--- config.mk ---
export PLATFORM = sky130hd
export DESIGN_NAME = xadc_sample_packetizer
export DESIGN_NICKNAME = d
export VERILOG_FILES = /design/src/rtl/xadc_sample_packetizer_pkg.sv /design/src/rtl/xadc_sample_packetizer_hold.sv /design/src/rtl/xadc_sample_packetizer.sv
export SDC_FILE = /design/constraint.sdc
export NUM_CORES = 1
export LEC_CHECK = 0
export ABC_AREA = 1
export CORE_ASPECT_RATIO = 1.1
export CORE_MARGIN = 2
export CORE_UTILIZATION = 51
export DETAILED_ROUTE_END_ITERATION = 10
export HOLD_SLACK_MARGIN = 0.1
export PLACE_DENSITY = 0.79
export SKIP_CTS_REPAIR_TIMING = 1
export SYNTH_ARGS = -nofsm -noshare
export SYNTH_HDL_FRONTEND = slang
export SYNTH_SLANG_ARGS = --single-unit
--- constraint.sdc ---
create_clock -name clk -period 1.4 [get_ports clk]
set_clock_uncertainty 0.05 [all_clocks]
set_input_delay 0.42 -clock clk [delete_from_list [all_inputs] [get_ports clk]]
set_output_delay 0.42 -clock clk [all_outputs]
set_load 0.005 [all_outputs]
--- src/rtl/xadc_sample_packetizer_pkg.sv ---
// Shared types and constants for the XADC sample packetizer.
package teachee_defs;

  localparam int unsigned SAMPLE_WIDTH = 16;
  localparam int unsigned BYTE_WIDTH   = 8;

  localparam logic [BYTE_WIDTH-1:0] PACKET_HEADER_BYTE = 8'hA5;
  localparam int unsigned           PACKET_LEN_BYTES   = 6;

  typedef enum logic [2:0] {
    ST_IDLE = 3'd0,
    ST_HDR  = 3'd1,
    ST_SEQ  = 3'd2,
    ST_V_HI = 3'd3,
    ST_V_LO = 3'd4,
    ST_I_HI = 3'd5,
    ST_I_LO = 3'd6
  } xadc_packet_state_t;

  // One output beat: data byte plus end-of-packet marker.
  typedef struct packed {
    logic                  last;
    logic [BYTE_WIDTH-1:0] data;
  } packet_byte_t;

endpackage

--- src/rtl/xadc_sample_packetizer_hold.sv ---
// axis_sample_hold: one-entry holding register for an AXI-Stream sample input.
// Ports: clk/rst (async active-low), enable (capture vs discard), clear (drop
// held sample), tdata/tvalid/tready sink handshake, avail_c/avail_data_c give
// the held sample, or the one being captured this cycle, to the consumer.
module axis_sample_hold #(
  parameter int unsigned W = 16
) (
  input  logic         clk,
  input  logic         rst,
  input  logic         enable,
  input  logic         clear,
  input  logic [W-1:0] tdata,
  input  logic         tvalid,
  output logic         tready,
  output logic         avail_c,
  output logic [W-1:0] avail_data_c
);

  logic         hold_valid;
  logic [W-1:0] hold_data;
  logic         capture;

  assign capture = tvalid && tready && enable;

  // Bypass lets a sample captured this cycle complete a pair immediately.
  assign avail_c      = hold_valid || capture;
  assign avail_data_c = hold_valid ? hold_data : tdata;

  // tready is kept as its own flop, always the complement of hold_valid.
  always_ff @(posedge clk or negedge rst) begin
    if (!rst) begin
      hold_valid <= 1'b0;
      tready     <= 1'b1;
      hold_data  <= '0;
    end else if (clear) begin
      hold_valid <= 1'b0;
      tready     <= 1'b1;
    end else if (capture) begin
      hold_valid <= 1'b1;
      tready     <= 1'b0;
      hold_data  <= tdata;
    end
  end

endmodule

--- src/rtl/xadc_sample_packetizer.sv ---
// xadc_sample_packetizer: pairs voltage/current samples into 6-byte packets
// (A5, seq, V hi, V lo, I hi, I lo) on an 8-bit AXI-Stream with tlast.
// Ports: clk, rst (async active-low), enable, voltage_channel_* and
// current_monitor_channel_* 16-bit sinks, byte_stream_* 8-bit source.
module xadc_sample_packetizer
  import teachee_defs::*;
#(
  parameter logic [7:0]  HEADER_BYTE = PACKET_HEADER_BYTE,
  parameter int unsigned SEQ_WIDTH   = 8
) (
  input  logic                    clk,
  input  logic                    rst,
  input  logic                    enable,
  input  logic [SAMPLE_WIDTH-1:0] voltage_channel_tdata,
  input  logic                    voltage_channel_tvalid,
  output logic                    voltage_channel_tready,
  input  logic [SAMPLE_WIDTH-1:0] current_monitor_channel_tdata,
  input  logic                    current_monitor_channel_tvalid,
  output logic                    current_monitor_channel_tready,
  output logic [BYTE_WIDTH-1:0]   byte_stream_tdata,
  output logic                    byte_stream_tvalid,
  input  logic                    byte_stream_tready,
  output logic                    byte_stream_tlast
);

  xadc_packet_state_t state_q, state_nxt;
  logic [SEQ_WIDTH-1:0]    seq_q, seq_nxt;
  logic [SAMPLE_WIDTH-1:0] pkt_v_q, pkt_i_q;
  logic                    out_valid_q, out_valid_nxt;
  packet_byte_t            out_q, out_nxt;

  logic                    v_avail, i_avail;
  logic [SAMPLE_WIDTH-1:0] v_avail_data, i_avail_data;
  logic                    pair_c, load, out_hs;

  axis_sample_hold #(.W(SAMPLE_WIDTH)) u_v_hold (
    .clk          (clk),
    .rst          (rst),
    .enable       (enable),
    .clear        (load),
    .tdata        (voltage_channel_tdata),
    .tvalid       (voltage_channel_tvalid),
    .tready       (voltage_channel_tready),
    .avail_c      (v_avail),
    .avail_data_c (v_avail_data)
  );

  axis_sample_hold #(.W(SAMPLE_WIDTH)) u_i_hold (
    .clk          (clk),
    .rst          (rst),
    .enable       (enable),
    .clear        (load),
    .tdata        (current_monitor_channel_tdata),
    .tvalid       (current_monitor_channel_tvalid),
    .tready       (current_monitor_channel_tready),
    .avail_c      (i_avail),
    .avail_data_c (i_avail_data)
  );

  assign pair_c = v_avail && i_avail;
  assign out_hs = out_valid_q && byte_stream_tready;

  assign byte_stream_tvalid = out_valid_q;
  assign byte_stream_tdata  = out_q.data;
  assign byte_stream_tlast  = out_q.last;

  // Next state and next output beat; the beat loaded here is what the
  // following state presents.
  always_comb begin
    state_nxt     = state_q;
    seq_nxt       = seq_q;
    out_valid_nxt = out_valid_q;
    out_nxt       = out_q;
    load          = 1'b0;
    unique case (state_q)
      ST_IDLE: if (pair_c) begin
        load          = 1'b1;
        state_nxt     = ST_HDR;
        out_valid_nxt = 1'b1;
        out_nxt       = '{last: 1'b0, data: HEADER_BYTE};
      end
      ST_HDR: if (out_hs) begin
        state_nxt = ST_SEQ;
        out_nxt   = '{last: 1'b0, data: BYTE_WIDTH'(seq_q)};
      end
      ST_SEQ: if (out_hs) begin
        state_nxt = ST_V_HI;
        out_nxt   = '{last: 1'b0, data: pkt_v_q[15:8]};
      end
      ST_V_HI: if (out_hs) begin
        state_nxt = ST_V_LO;
        out_nxt   = '{last: 1'b0, data: pkt_v_q[7:0]};
      end
      ST_V_LO: if (out_hs) begin
        state_nxt = ST_I_HI;
        out_nxt   = '{last: 1'b0, data: pkt_i_q[15:8]};
      end
      ST_I_HI: if (out_hs) begin
        state_nxt = ST_I_LO;
        out_nxt   = '{last: 1'b1, data: pkt_i_q[7:0]};
      end
      ST_I_LO: if (out_hs) begin
        seq_nxt = seq_q + SEQ_WIDTH'(1);
        if (pair_c) begin
          load      = 1'b1;
          state_nxt = ST_HDR;
          out_nxt   = '{last: 1'b0, data: HEADER_BYTE};
        end else begin
          state_nxt     = ST_IDLE;
          out_valid_nxt = 1'b0;
          out_nxt       = '0;
        end
      end
      default: begin
        state_nxt     = ST_IDLE;
        out_valid_nxt = 1'b0;
        out_nxt       = '0;
      end
    endcase
  end

  // State, sequence counter, packet registers and output beat.
  always_ff @(posedge clk or negedge rst) begin
    if (!rst) begin
      state_q     <= ST_IDLE;
      seq_q       <= '0;
      pkt_v_q     <= '0;
      pkt_i_q     <= '0;
      out_valid_q <= 1'b0;
      out_q       <= '0;
    end else begin
      state_q     <= state_nxt;
      seq_q       <= seq_nxt;
      out_valid_q <= out_valid_nxt;
      out_q       <= out_nxt;
      if (load) begin
        pkt_v_q <= v_avail_data;
        pkt_i_q <= i_avail_data;
      end
    end
  end

endmodule
==> results.tsv <==
metric	value	unit
status	finished, violations left	
failing checks	negative setup slack	
CP Cell Sequence	buf_6, nand3_4, nand2_4, nand2_8, a21oi_4, buf_6, buf_12, nand2_1, o21ai_1	
CTS H-Tree Depth	3	
Worst Path Max Fanout	11	
Syn Std Cell Area	0.004439	mm^2
Post-synth ARST share	100.0	%
CTS Buffer Depth	2	
non-filler cells, final	830	
min-delay worst type	reg -> reg	
antenna violations before repair	0	
sequential area share after synthesis	50.23	%
Initial Util	52.80	%
die footprint	0.009467	mm^2
RSZ-0062 raised after global routing	true	
via count	4716	
post-synthesis cell type count	27	
combinational family with the most area after synthesis	simple AND/OR/NAND/NOR gates	
Reg clk slew, reported paths	90	ps
n_diodes	0	
drt pass-1 iters	6	
max_slew headroom	74.35	%
commonest non-fill, non-tap cell in the layout	nand2_1	
Top delay family on crit path	flip-flops	
mux contribution to synthesized area	0	%
final wirelength	14.59	mm
synthesized flop and latch total	89	
Layout Nets	754	
fin util	77.75	%
DR WL/cell	17.57	um
Max VDD drop	0.001071	V
DR vias/cell	5.682	
Die H	101.9	um
core area	0.008408	mm^2
Worst path slowest cell	dfstp_2	
Worst path most repeated cell	buf_6	
Leak	3.437	nW
DP Wirelength	7.687	mm
Compound-Gate Fraction of Synth Area	3.410	%
Worst EP required	1630	ps
max-cap violations	0	
Setup WS post-layout	-282.1	ps
power per cell area	2203	mW/mm^2
Mapped Nets	641	
fmax	594.5	MHz
fin crit period	1682	ps
first-pass GRT wire length	18.19	mm
CP endpoint kind	register	
synthesized area per cell	7.374	um^2
Hold Fails Final Rpt	0	
kind of critical path	reg -> reg	
buffers added on ports	49	
row count	35	
Largest stage delay, worst path	570	ps
fraction of layout cells with a size suffix above 1	31.57	%
element type at the critical path start	register	
Adder-Cell Fraction of Synth Area	0.2818	%
CTS sink count	89	
CTS buffer count	9	
CP Buf/Inv Count	3	
slew of the pin with the lowest slew margin	384.8	ps
CTS tree	yes	
simple-gate portion of the synthesized area	38.56	%
GPL Wtd Cong	0.8918	
Post-Syn Instances	602	
XOR/XNOR Fraction of Synth Area	1.184	%
Total GRT Usage	24.35	%
final setup vio count	84	
DRC	0	
crit share post-route	120.2	%
Slew Limit Fails	0	
Iter 0 DRT Violations	544	
most frequent cells in the layout	nand2_1, dfrtp_1, nand2_2, buf_4, nand3_1	
post-placement cell count	780	
dpl ws	-557.5	ps
Antenna Nets Post-Route	0	
CP Data Arrival Time	1910	ps
Syn-to-layout area delta	47.27	%
I/O pins	50	
number of global-route vias before repair	3951	
total power	0.01441	W
Setup TNS	-17720	ps
Clock Latency Late Sink	360	ps
Root Buffer	clkbuf_8	
commonest register cell after synthesis	dfrtp_1	
grt ovf	0	
YS warnings	0	
Die X	92.96	um
EDFF count, synth	0	
largest net degree at the start of global routing	31	
[synth_stat cells, types with 5 or more instances]
master    number  area share (%)
nand2_1      324              27
dfrtp_1       87              49
nand3_1       50             5.6
inv_1         28             2.4
nand4_1       17             2.4
nor2_1        17             1.4
o21ai_0       17             1.9
buf_2         12             1.4
clkbuf_1       8            0.68
buf_4          5            0.85
nand2_2        5            0.70
[stage by stage]
stage,instance area (um^2),hold WS (ps)
after floorplan,4501,74.41
after global placement,5398,307.0
after detailed placement,5398,303.5
after CTS,5589,-91.80
after global routing,6538,459.1
final,6538,435.7
[cells by family after synthesis]
logic type               count (synthesis)
AND/OR/NAND/NOR                        418
flip-flops                              89
buffers and inverters                   62
AO/OA/AOI/OAI                           26
XOR/XNOR                                 6
adder cells (fa/ha/maj)                  1
[path summary, 6_finish.rpt]
check / endpoint / depth (start not counted) / from / slack [ps]
worst max register to register: pkt_i_q[3] / 9 / u_v_hold.tready / -280
worst min-delay path: pkt_i_q[7] / 2 / pkt_i_q[7] / 440
worst min register to register: pkt_i_q[7] / 2 / pkt_i_q[7] / 440
min in group asynchronous: u_i_hold.hold_data[8] / 2 / rst / 470
max in group asynchronous: state_q[2] / 3 / rst / 340
worst max-delay path: pkt_i_q[3] / 9 / u_v_hold.tready / -280
[state kept, by name, indices dropped and copies added (netlist names)]
| name | cells |
|---|---|
| pkt_i_q | 16 |
| pkt_v_q | 16 |
| u_i_hold.hold_data | 16 |
| u_v_hold.hold_data | 16 |
| byte_stream_tdata | 8 |
| seq_q | 8 |
| state_q | 3 |
| byte_stream_tlast | 1 |
| byte_stream_tvalid | 1 |
| u_i_hold.hold_valid | 1 |
| u_i_hold.tready | 1 |
| u_v_hold.hold_valid | 1 |
| u_v_hold.tready | 1 |
[layout make-up]
class                   instances  area [um^2]
clock buffers                   9        123.9
clock inverters                 6        67.56
fillers                       499         1871
inverters                      34        137.6
multi-input cells             452         2459
flip-flops and latches         89         2233
well taps                     111        138.9
repair buffers                129         1378
[power breakdown]
part           internal [W]  switching, W  total, W
Combinational       0.00348       0.00444   0.00792
Clock              0.000822      0.000979   0.00180
Sequential          0.00373      0.000960   0.00469
Total               0.00803       0.00638    0.0144
[routing by layer]
| layer | wire (um) | GRT usage (%) | up-vias |
|---|---|---|---|
| li1 | - | - | 2106 |
| met2 | 7378 | 41.36 | 269 |
| met5 | 0 | 0 | - |
| met4 | 647 | 8.258 | 0 |
| met3 | 1016 | 2.802 | 65 |
| met1 | 5545 | 32.94 | 2276 |
[worst reg2reg max path, stage by stage, from the launching register on]
cell and delay, ps:
dfstp_2 570, buf_6 110, nand3_4 70, nand2_4 100, nand2_8 90, a21oi_4 180, buf_6 140, buf_12 130
nand2_1 60, o21ai_1 100
Power figures use the tool's default switching activity.
